$ cat src/rtl/target_packer.sv
// target_packer: packs four 32-bit results per 128-bit word into the target buffer wide write port.
// Optional wrap detection on err is enabled by defining TARGET_PACKER_WRAP_CHK_EN.
module target_packer #(
   parameter int DW    = 32,
   parameter int RATIO = 4,
   parameter int WA    = DW * RATIO,
   parameter int AW    = 12,
   parameter int CW    = 14
) (
   input  logic          clk,
   input  logic          rst_n,
   input  logic          start,
   input  logic [AW-1:0] base_addr,
   input  logic [CW-1:0] num_results,
   input  logic          in_valid,
   input  logic [DW-1:0] in_data,
   output logic          in_ready,
   output logic          wr_en,
   output logic          wr_we,
   output logic [AW-1:0] wr_addr,
   output logic [WA-1:0] wr_data,
   output logic          busy,
   output logic          done,
   output logic          err
);
   localparam int LW = RATIO > 1 ? $clog2(RATIO) : 1;
   typedef enum logic [1:0] {IDLE, PACK, DONE} state_t;
   state_t state, state_nx;
   logic [AW-1:0] addr;
   logic [CW-1:0] remaining;
   logic [LW-1:0] lane_cnt;
   logic [WA-1:0] pack, pack_nx;
   logic hs, last, trig, accept;
   assign hs     = in_valid & in_ready;
   assign last   = hs && remaining == CW'(1);
   assign trig   = hs && (lane_cnt == LW'(RATIO - 1) || remaining == CW'(1));
   assign accept = state == IDLE && start;
   assign wr_we  = wr_en;
   always_ff @(posedge clk) begin
      if (!rst_n) state <= IDLE;
      else state <= state_nx;
   end
   always_comb begin
      state_nx = state == IDLE ? (start ? (num_results == '0 ? DONE : PACK) : IDLE) :
                 state == PACK ? (last ? DONE : PACK) : IDLE;
   end
   always_comb begin
      in_ready = state == PACK;
      busy     = state == PACK;
      done     = state == DONE;
   end
   // current pack register with the incoming result dropped into its lane
   always_comb begin
      pack_nx = pack;
      for (int i = 0; i < RATIO; i++)
         if (LW'(i) == lane_cnt) pack_nx[i*DW +: DW] = in_data;
   end
   always_ff @(posedge clk) begin
      if (!rst_n) begin
         addr      <= '0;
         remaining <= '0;
         lane_cnt  <= '0;
         pack      <= '0;
         wr_en     <= 1'b0;
         wr_addr   <= '0;
         wr_data   <= '0;
      end else begin
         wr_en <= trig;
         if (accept) begin
            addr      <= base_addr;
            remaining <= num_results;
            lane_cnt  <= '0;
            pack      <= '0;
         end
         if (hs) begin
            remaining <= remaining - CW'(1);
            lane_cnt  <= trig ? '0 : lane_cnt + LW'(1);
            pack      <= trig ? '0 : pack_nx;
         end
         if (trig) begin
            wr_data <= pack_nx;
            wr_addr <= addr;
            addr    <= addr + AW'(1);
         end
      end
   end
`ifdef TARGET_PACKER_WRAP_CHK_EN
   always_ff @(posedge clk) begin
      if (!rst_n) err <= 1'b0;
      else if (accept) err <= 1'b0;
      else if (trig && &addr) err <= 1'b1;
   end
`else
   assign err = 1'b0;
`endif
endmodule

$ cat config.mk
export PLATFORM = sky130hd
export DESIGN_NAME = target_packer
export DESIGN_NICKNAME = d
export VERILOG_FILES = /design/src/rtl/target_packer.sv
export SDC_FILE = /design/constraint.sdc
export NUM_CORES = 1
export LEC_CHECK = 0
export ABC_AREA = 1
export CORE_ASPECT_RATIO = 0.5
export CORE_MARGIN = 2
export CORE_UTILIZATION = 40
export CTS_BUF_LIST = sky130_fd_sc_hd__clkbuf_2 sky130_fd_sc_hd__clkbuf_4 sky130_fd_sc_hd__clkbuf_8
export CTS_CLUSTER_SIZE = 14
export DETAILED_ROUTE_END_ITERATION = 10
export GPL_ROUTABILITY_DRIVEN = 0
export GPL_TIMING_DRIVEN = 0
export HOLD_SLACK_MARGIN = 0.06
export PLACE_DENSITY = 0.65
export SLEW_MARGIN = 20
export SYNTH_ARGS = -nofsm -noshare
export SYNTH_HDL_FRONTEND = slang
export SYNTH_SLANG_ARGS = --single-unit
$ cat constraint.sdc
create_clock -name clk -period 1.68 [get_ports clk]
set_clock_uncertainty 0.05 [all_clocks]
set_input_delay 0.504 -clock clk [delete_from_list [all_inputs] [get_ports clk]]
set_output_delay 0.504 -clock clk [all_outputs]
set_load 0.05 [all_outputs]
# After elaboration in Yosys (flattened, before gate mapping)
# Cells that the tools add are included.
[classes]
reduce_logical = 9
eq_ne = 7
n_bitwise = 1
addsub = 3
muxes = 19
[op_table]
columns = ["op", "n"]
rows = [
  ["128-bit 2-to-1 mux", 3],
  ["32-bit 2-to-1 mux", 4],
  ["14-bit 2-to-1 mux", 2],
  ["12-bit 2-to-1 mux", 2],
  ["2-bit 2-to-1 mux", 8],
  ["14-bit by 1-bit equality test with 1-bit output (second input constant)", 1],
  ["14-bit logical NOT", 1],
  ["14-bit by 1-bit subtractor with 14-bit output (second input constant)", 1],
  ["12-bit by 1-bit adder with 12-bit output (second input constant)", 1],
  ["2-bit equality test (first input constant)", 2],
  ["2-bit equality test (second input constant)", 2],
  ["2-bit logical NOT", 2],
  ["2-bit nonzero test", 2],
  ["1-bit logical AND", 3],
  ["2-bit by 1-bit adder with 2-bit output (second input constant)", 1],
  ["1-bit by 2-bit equality test with 1-bit output (first input constant)", 1],
  ["2-bit by 1-bit equality test with 1-bit output (second input constant)", 1],
  ["1-bit bitwise AND", 1],
  ["1-bit logical OR", 1],
]
[totals]
reg_bits = 299
elab_cells = 47
in_bits = 62
output_inout_bits = 146

# Longest topological paths before layout
[depth]
ltp_word = 6
ltp_mapped = 11
mapped_depth_nobuf = 10

# Worst setup path after synthesis
# OpenSTA, ideal clock, no wires.
[synth_path]
path_kind = "register to register"
start = "register state[0]"
end = "register pack[100]"
path_slack_ns = -0.334
n_path_buf = 3
setup_time_ns = 0.070
period_less_slack_ns = 2.014
arrival_time_ns = 1.893
stages_incl_launch_ff = 10
t_required_ns = 1.560
path_cell_list = "dfxtp_1 inv_2 nor2_2 nand2_1 buf_2 nor2_2 buf_6 buf_6 nand2_1 a21oi_1"
[synth_between]
elab_chain_cells = 5
word_cells_on_any_way = 8
cone_classes = "1 x eq/ne; 2 x mux; 1 x bitwise; 4 x reduce/logical"
[synth_lines]
columns = ["element", "line_no", "rtl"]
rows = [
  ["from (decl)", "28", "state_t state, state_nx;"],
  ["from (signal assigned)", "41", "else state <= state_nx;"],
  ["2-bit by 1-bit equality test with 1-bit output (*)", "n/a", ""],
  ["net busy", "22", "output logic busy,"],
  ["1-bit bitwise AND (*)", "34", "assign hs = in_valid & in_ready;"],
  ["1-bit logical AND", "36", "assign trig = hs && (lane_cnt == LW'(RATIO - 1) || remaining == CW'(1));"],
  ["128-bit 2-to-1 mux", "78", "pack <= trig ? '0 : pack_nx;"],
  ["128-bit 2-to-1 mux", "75", "if (hs) begin"],
  ["to (signal assigned)", "78", ""],
  ["to (decl)", "32", "logic [WA-1:0] pack, pack_nx;"],
]
# The timed path passes the listed nets; every way through them passes the cells marked *.
# A chain may end at the register's enable or synchronous reset.

# Final worst setup path
[layout_path]
start = "register state[0]"
end = "output port in_ready"
[layout_between]
elab_chain_cells = 1
[layout_lines]
columns = ["element", "line_no", "rtl"]
rows = [
  ["2-bit by 1-bit equality test with 1-bit output", "48", "in_ready = state == PACK;"],
  ["to (decl)", "17", "output logic in_ready,"],
]
# No other way between the ends.

==> flow_results.xml <==
<?xml version="1.0" encoding="UTF-8"?>
<metrics>
  <group name="outcome">
    <metric name="status" unit="">finished, violations left</metric>
    <metric name="violations" unit="">setup timing</metric>
  </group>
  <group name="synthesis">
    <metric name="post_synth_main_area_contributors" unit="">sky130_fd_sc_hd__dfxtp_1, sky130_fd_sc_hd__nand2_1, sky130_fd_sc_hd__a21oi_1</metric>
    <metric name="synth-seq-area-share" unit="">0.4675</metric>
    <metric name="combinational_family_with_the_most_area_after_synthesis" unit="">simple AND/OR/NAND/NOR gates</metric>
    <metric name="syn_avg_cell_area" unit="µm²">7.453</metric>
    <metric name="synth_compound_gate_area_share" unit="">0.1283</metric>
    <metric name="synth_enable_flop_cells" unit="">0</metric>
    <metric name="synth_async_sr_flop_share" unit="">0</metric>
    <metric name="post_synth_mux_area_share" unit="">0.08443</metric>
    <metric name="synth_fa_ha_area_frac" unit="">0.006841</metric>
    <metric name="yosys_register_bits" unit="">299</metric>
    <metric name="synth.yosys.warnings" unit="">0</metric>
    <metric name="synth_top_area_frac" unit="">0.4675</metric>
    <metric name="synth_simple_gate_area_share" unit="">0.2484</metric>
    <metric name="syn_nets" unit="">1787</metric>
    <metric name="post_synth_num_cell_types" unit="">35</metric>
    <metric name="syn_area" unit="mm²">0.01280</metric>
    <metric name="synth_area_in_xor_xnor" unit="">0.003420</metric>
    <metric name="netlist.top_cell.by_area" unit="">sky130_fd_sc_hd__dfxtp_1</metric>
    <metric name="synthesized_netlist_cell_count" unit="">1718</metric>
    <metric name="yosys_most_used_dff" unit="">sky130_fd_sc_hd__dfxtp_1</metric>
  </group>
  <group name="finish">
    <metric name="mostFrequentLayoutCell" unit="">sky130_fd_sc_hd__nand2_1</metric>
    <metric name="seq_cell_area" unit="mm²">0.006106</metric>
    <metric name="num-nets-final" unit="">2100</metric>
    <metric name="fin_cells" unit="">2493</metric>
    <metric name="multi_input_area" unit="mm²">0.007556</metric>
    <metric name="insertedDiodeCount" unit="">0</metric>
    <metric name="postLayoutCoreUtil" unit="">0.6340</metric>
    <metric name="area_added_between_synthesis_and_finish" unit="%">56.45</metric>
    <metric name="n_fill_cell" unit="">2495</metric>
    <metric name="drive_above_1_share" unit="">0.4270</metric>
    <metric name="layout.cells.most_common_list" unit="">sky130_fd_sc_hd__nand2_1, sky130_fd_sc_hd__dfxtp_1, sky130_fd_sc_hd__a21oi_1</metric>
  </group>
  <group name="routing">
    <metric name="wl_met2" unit="mm">22.52</metric>
    <metric name="highest_layer" unit="">met4</metric>
    <metric name="average_vias_per_placed_instance" unit="">5.261</metric>
    <metric name="vias" unit="">13120</metric>
    <metric name="postRouteWirelength" unit="mm">46.78</metric>
    <metric name="drt_iter0_markers" unit="">1123</metric>
    <metric name="drt-pass1-iter-count" unit="">5</metric>
    <metric name="drcViolationCount" unit="">0</metric>
    <metric name="detail_route.wl_per_cell" unit="µm">18.77</metric>
    <metric name="detail-route-antenna-nets" unit="">0</metric>
    <metric name="routed_length_on_met3" unit="mm">3.609</metric>
    <metric name="drt-met1-wl" unit="mm">19.63</metric>
  </group>
  <group name="die">
    <metric name="number_of_standard_cell_rows_in_the_floorplan" unit="">46</metric>
    <metric name="width_of_the_chip" unit="µm">257.0</metric>
    <metric name="floorplan.initialDensity" unit="">0.4052</metric>
    <metric name="die-area" unit="mm²">0.03354</metric>
    <metric name="die_y" unit="µm">130.5</metric>
    <metric name="io_pins" unit="">208</metric>
    <metric name="core_area" unit="mm²">0.03160</metric>
  </group>
  <group name="power">
    <metric name="power.density" unit="mW/mm²">769.1</metric>
    <metric name="leakage" unit="µW">0.008090</metric>
    <metric name="total_power" unit="µW">15410</metric>
    <metric name="worst_voltage_drop_across_the_vdd_grid" unit="V">0.0004179</metric>
  </group>
  <group name="sta">
    <metric name="period_minus_slack" unit="ps">1887</metric>
    <metric name="timing.final.max_slew_violations" unit="">0</metric>
    <metric name="finalSetupViolCount" unit="">316</metric>
    <metric name="tightestPinTransition" unit="ps">897.9</metric>
    <metric name="slew_headroom" unit="">0.4014</metric>
    <metric name="rsz0062_at_grt" unit="">true</metric>
    <metric name="fin_hold_ws" unit="ps">412.0</metric>
    <metric name="highest_attainable_clock_frequency" unit="MHz">529.9</metric>
    <metric name="period_share" unit="">1.123</metric>
    <metric name="worst_slack" unit="ps">-207.3</metric>
    <metric name="finalHoldViolations" unit="">0</metric>
  </group>
  <group name="global_route">
    <metric name="grt_start_max_net_pins" unit="">12</metric>
    <metric name="grt_total_usage" unit="">0.2465</metric>
    <metric name="grt_antenna_before_repair" unit="">0</metric>
    <metric name="gr-total-overflow" unit="">0</metric>
    <metric name="grt_first_pass_wirelength" unit="mm">64.99</metric>
    <metric name="first_global_vias" unit="">11790</metric>
  </group>
  <group name="hold_path">
    <metric name="timing.hold.worst_path_depth" unit="">2</metric>
    <metric name="hold_end" unit="">pack[33]</metric>
    <metric name="holdCritStartpoint" unit="">pack[33]</metric>
    <metric name="hp-class" unit="">register to register</metric>
  </group>
  <group name="flow_run">
    <metric name="timing.max_cap.violations" unit="">0</metric>
  </group>
  <group name="place">
    <metric name="place_inst" unit="">2356</metric>
    <metric name="post-dp-hpwl" unit="mm">29.34</metric>
    <metric name="count_of_input_and_output_buffers" unit="">206</metric>
  </group>
  <group name="cts">
    <metric name="clk_root_buffer_cell" unit="">sky130_fd_sc_hd__clkbuf_8</metric>
    <metric name="htreeDepth" unit="">2</metric>
    <metric name="cts.sink_count" unit="">299</metric>
    <metric name="clkSlewWorstSetupHoldPaths" unit="ps">60</metric>
    <metric name="inserted_clock_buffers" unit="">44</metric>
    <metric name="clock_path_buffers" unit="">3</metric>
    <metric name="cts-hold-fix-buffers" unit="">0</metric>
    <metric name="clock_tree_from_tritoncts" unit="">done</metric>
    <metric name="worst_skew_pair.late_latency" unit="ps">590</metric>
  </group>
  <group name="worst_setup_path">
    <metric name="cp.required" unit="ps">1130</metric>
    <metric name="critical_path.endpoint_type" unit="">primary output</metric>
    <metric name="reg_to_reg_end" unit="">wr_data[124]</metric>
    <metric name="reg2reg_slack" unit="ps">-170</metric>
    <metric name="worstSetupStartpointType" unit="">register</metric>
    <metric name="path_type_of_the_worst_setup_path" unit="">register to primary output</metric>
    <metric name="worst_r2r_startpoint" unit="">remaining[6]</metric>
    <metric name="cp_data_arrival_time" unit="ps">1330</metric>
    <metric name="worst-r2r-cell-count" unit="">10</metric>
    <metric name="worst-path-max-fanout" unit="">4</metric>
  </group>
</metrics>
## synth_stat cells (all sizes together), types with 4 or more instances
cell type	count
inv	41
a21oi	281
clkbuf	68
dfxtp	299
nand3	42
buf	56
nor2	64
a31oi	4
o21ai	23
ha	7
mux2	96
nand2	711
nand4	5
xor2	4
## per-stage QoR
stage / TNS (ps) / worst slack (ps) / cell area [µm²]
floorplan: -6468 / -41.68 / 12820
global placement: -203660 / -863.4 / 15430
detailed placement: -208410 / -886.5 / 15430
CTS: -22160 / -226.5 / 17990
global route: -49920 / -272.0 / 20030
finish: -26190 / -207.3 / 20030
## per-layer routing
metal  vias to the layer above  track usage
met2                       525       0.4175
met1                      6288       0.3274
met5                         -            0
met3                        87      0.04282
met4                         0      0.06806
li1                       6215            -
## kinds of logic after synthesis
kind of cell    Yosys count
xor+xnor                  5
buf+inv                 165
compound gates          319
fa+ha+maj                 7
simple gates            826
mux                      96
other cells               1
flops                   299
## timing repair
action,4_1_cts,5_1_grt
resized for setup,1387,396
setup endpoints to repair,442,366
gates cloned,12,28
pin swaps,57,72
buffers inserted,17,10
## sequential cells by signal (all words and copies together), names as in the netlist
signal	cells
addr	12
pack	128
remaining	14
state	2
wr_en	1
wr_data	128
lane_cnt	2
wr_addr	12
## area by class of cell
class / instances / area share
Sequential cell: 299 / 0.3048
Clock inverter: 8 / 0.003560
Multi-Input combinational cell: 1254 / 0.3772
Tap cell: 432 / 0.02698
Inverter: 41 / 0.007808
Timing Repair Buffer: 272 / 0.1773
Buffer: 119 / 0.06034
Clock buffer: 68 / 0.04204
## worst max-delay path: stages (launching register included)
cell and delay, ps:
sky130_fd_sc_hd__dfxtp_2 330, sky130_fd_sc_hd__inv_2 50, sky130_fd_sc_hd__nor2_4 130, sky130_fd_sc_hd__buf_6 120, sky130_fd_sc_hd__buf_8 130
## worst max-delay path by stage
stage,from,depth (start not counted),endpoint
floorplan,lane_cnt[0],7,wr_data[79]
global placement,rst_n,5,addr[8]
detailed placement,rst_n,5,addr[6]
CTS,state[0],4,in_ready
global route,remaining[1],11,wr_data[9]
finish,state[0],4,in_ready
## power breakdown
group          internal, µW  total, µW  switching (µW)  leakage [µW]
logic                   778       1890            1110       0.00514
clock network          3340       6250            2910      0.000488
registers              7170       7260            89.3       0.00246
total                 11300      15400            4110       0.00809
Power figures use the tool's default switching activity.
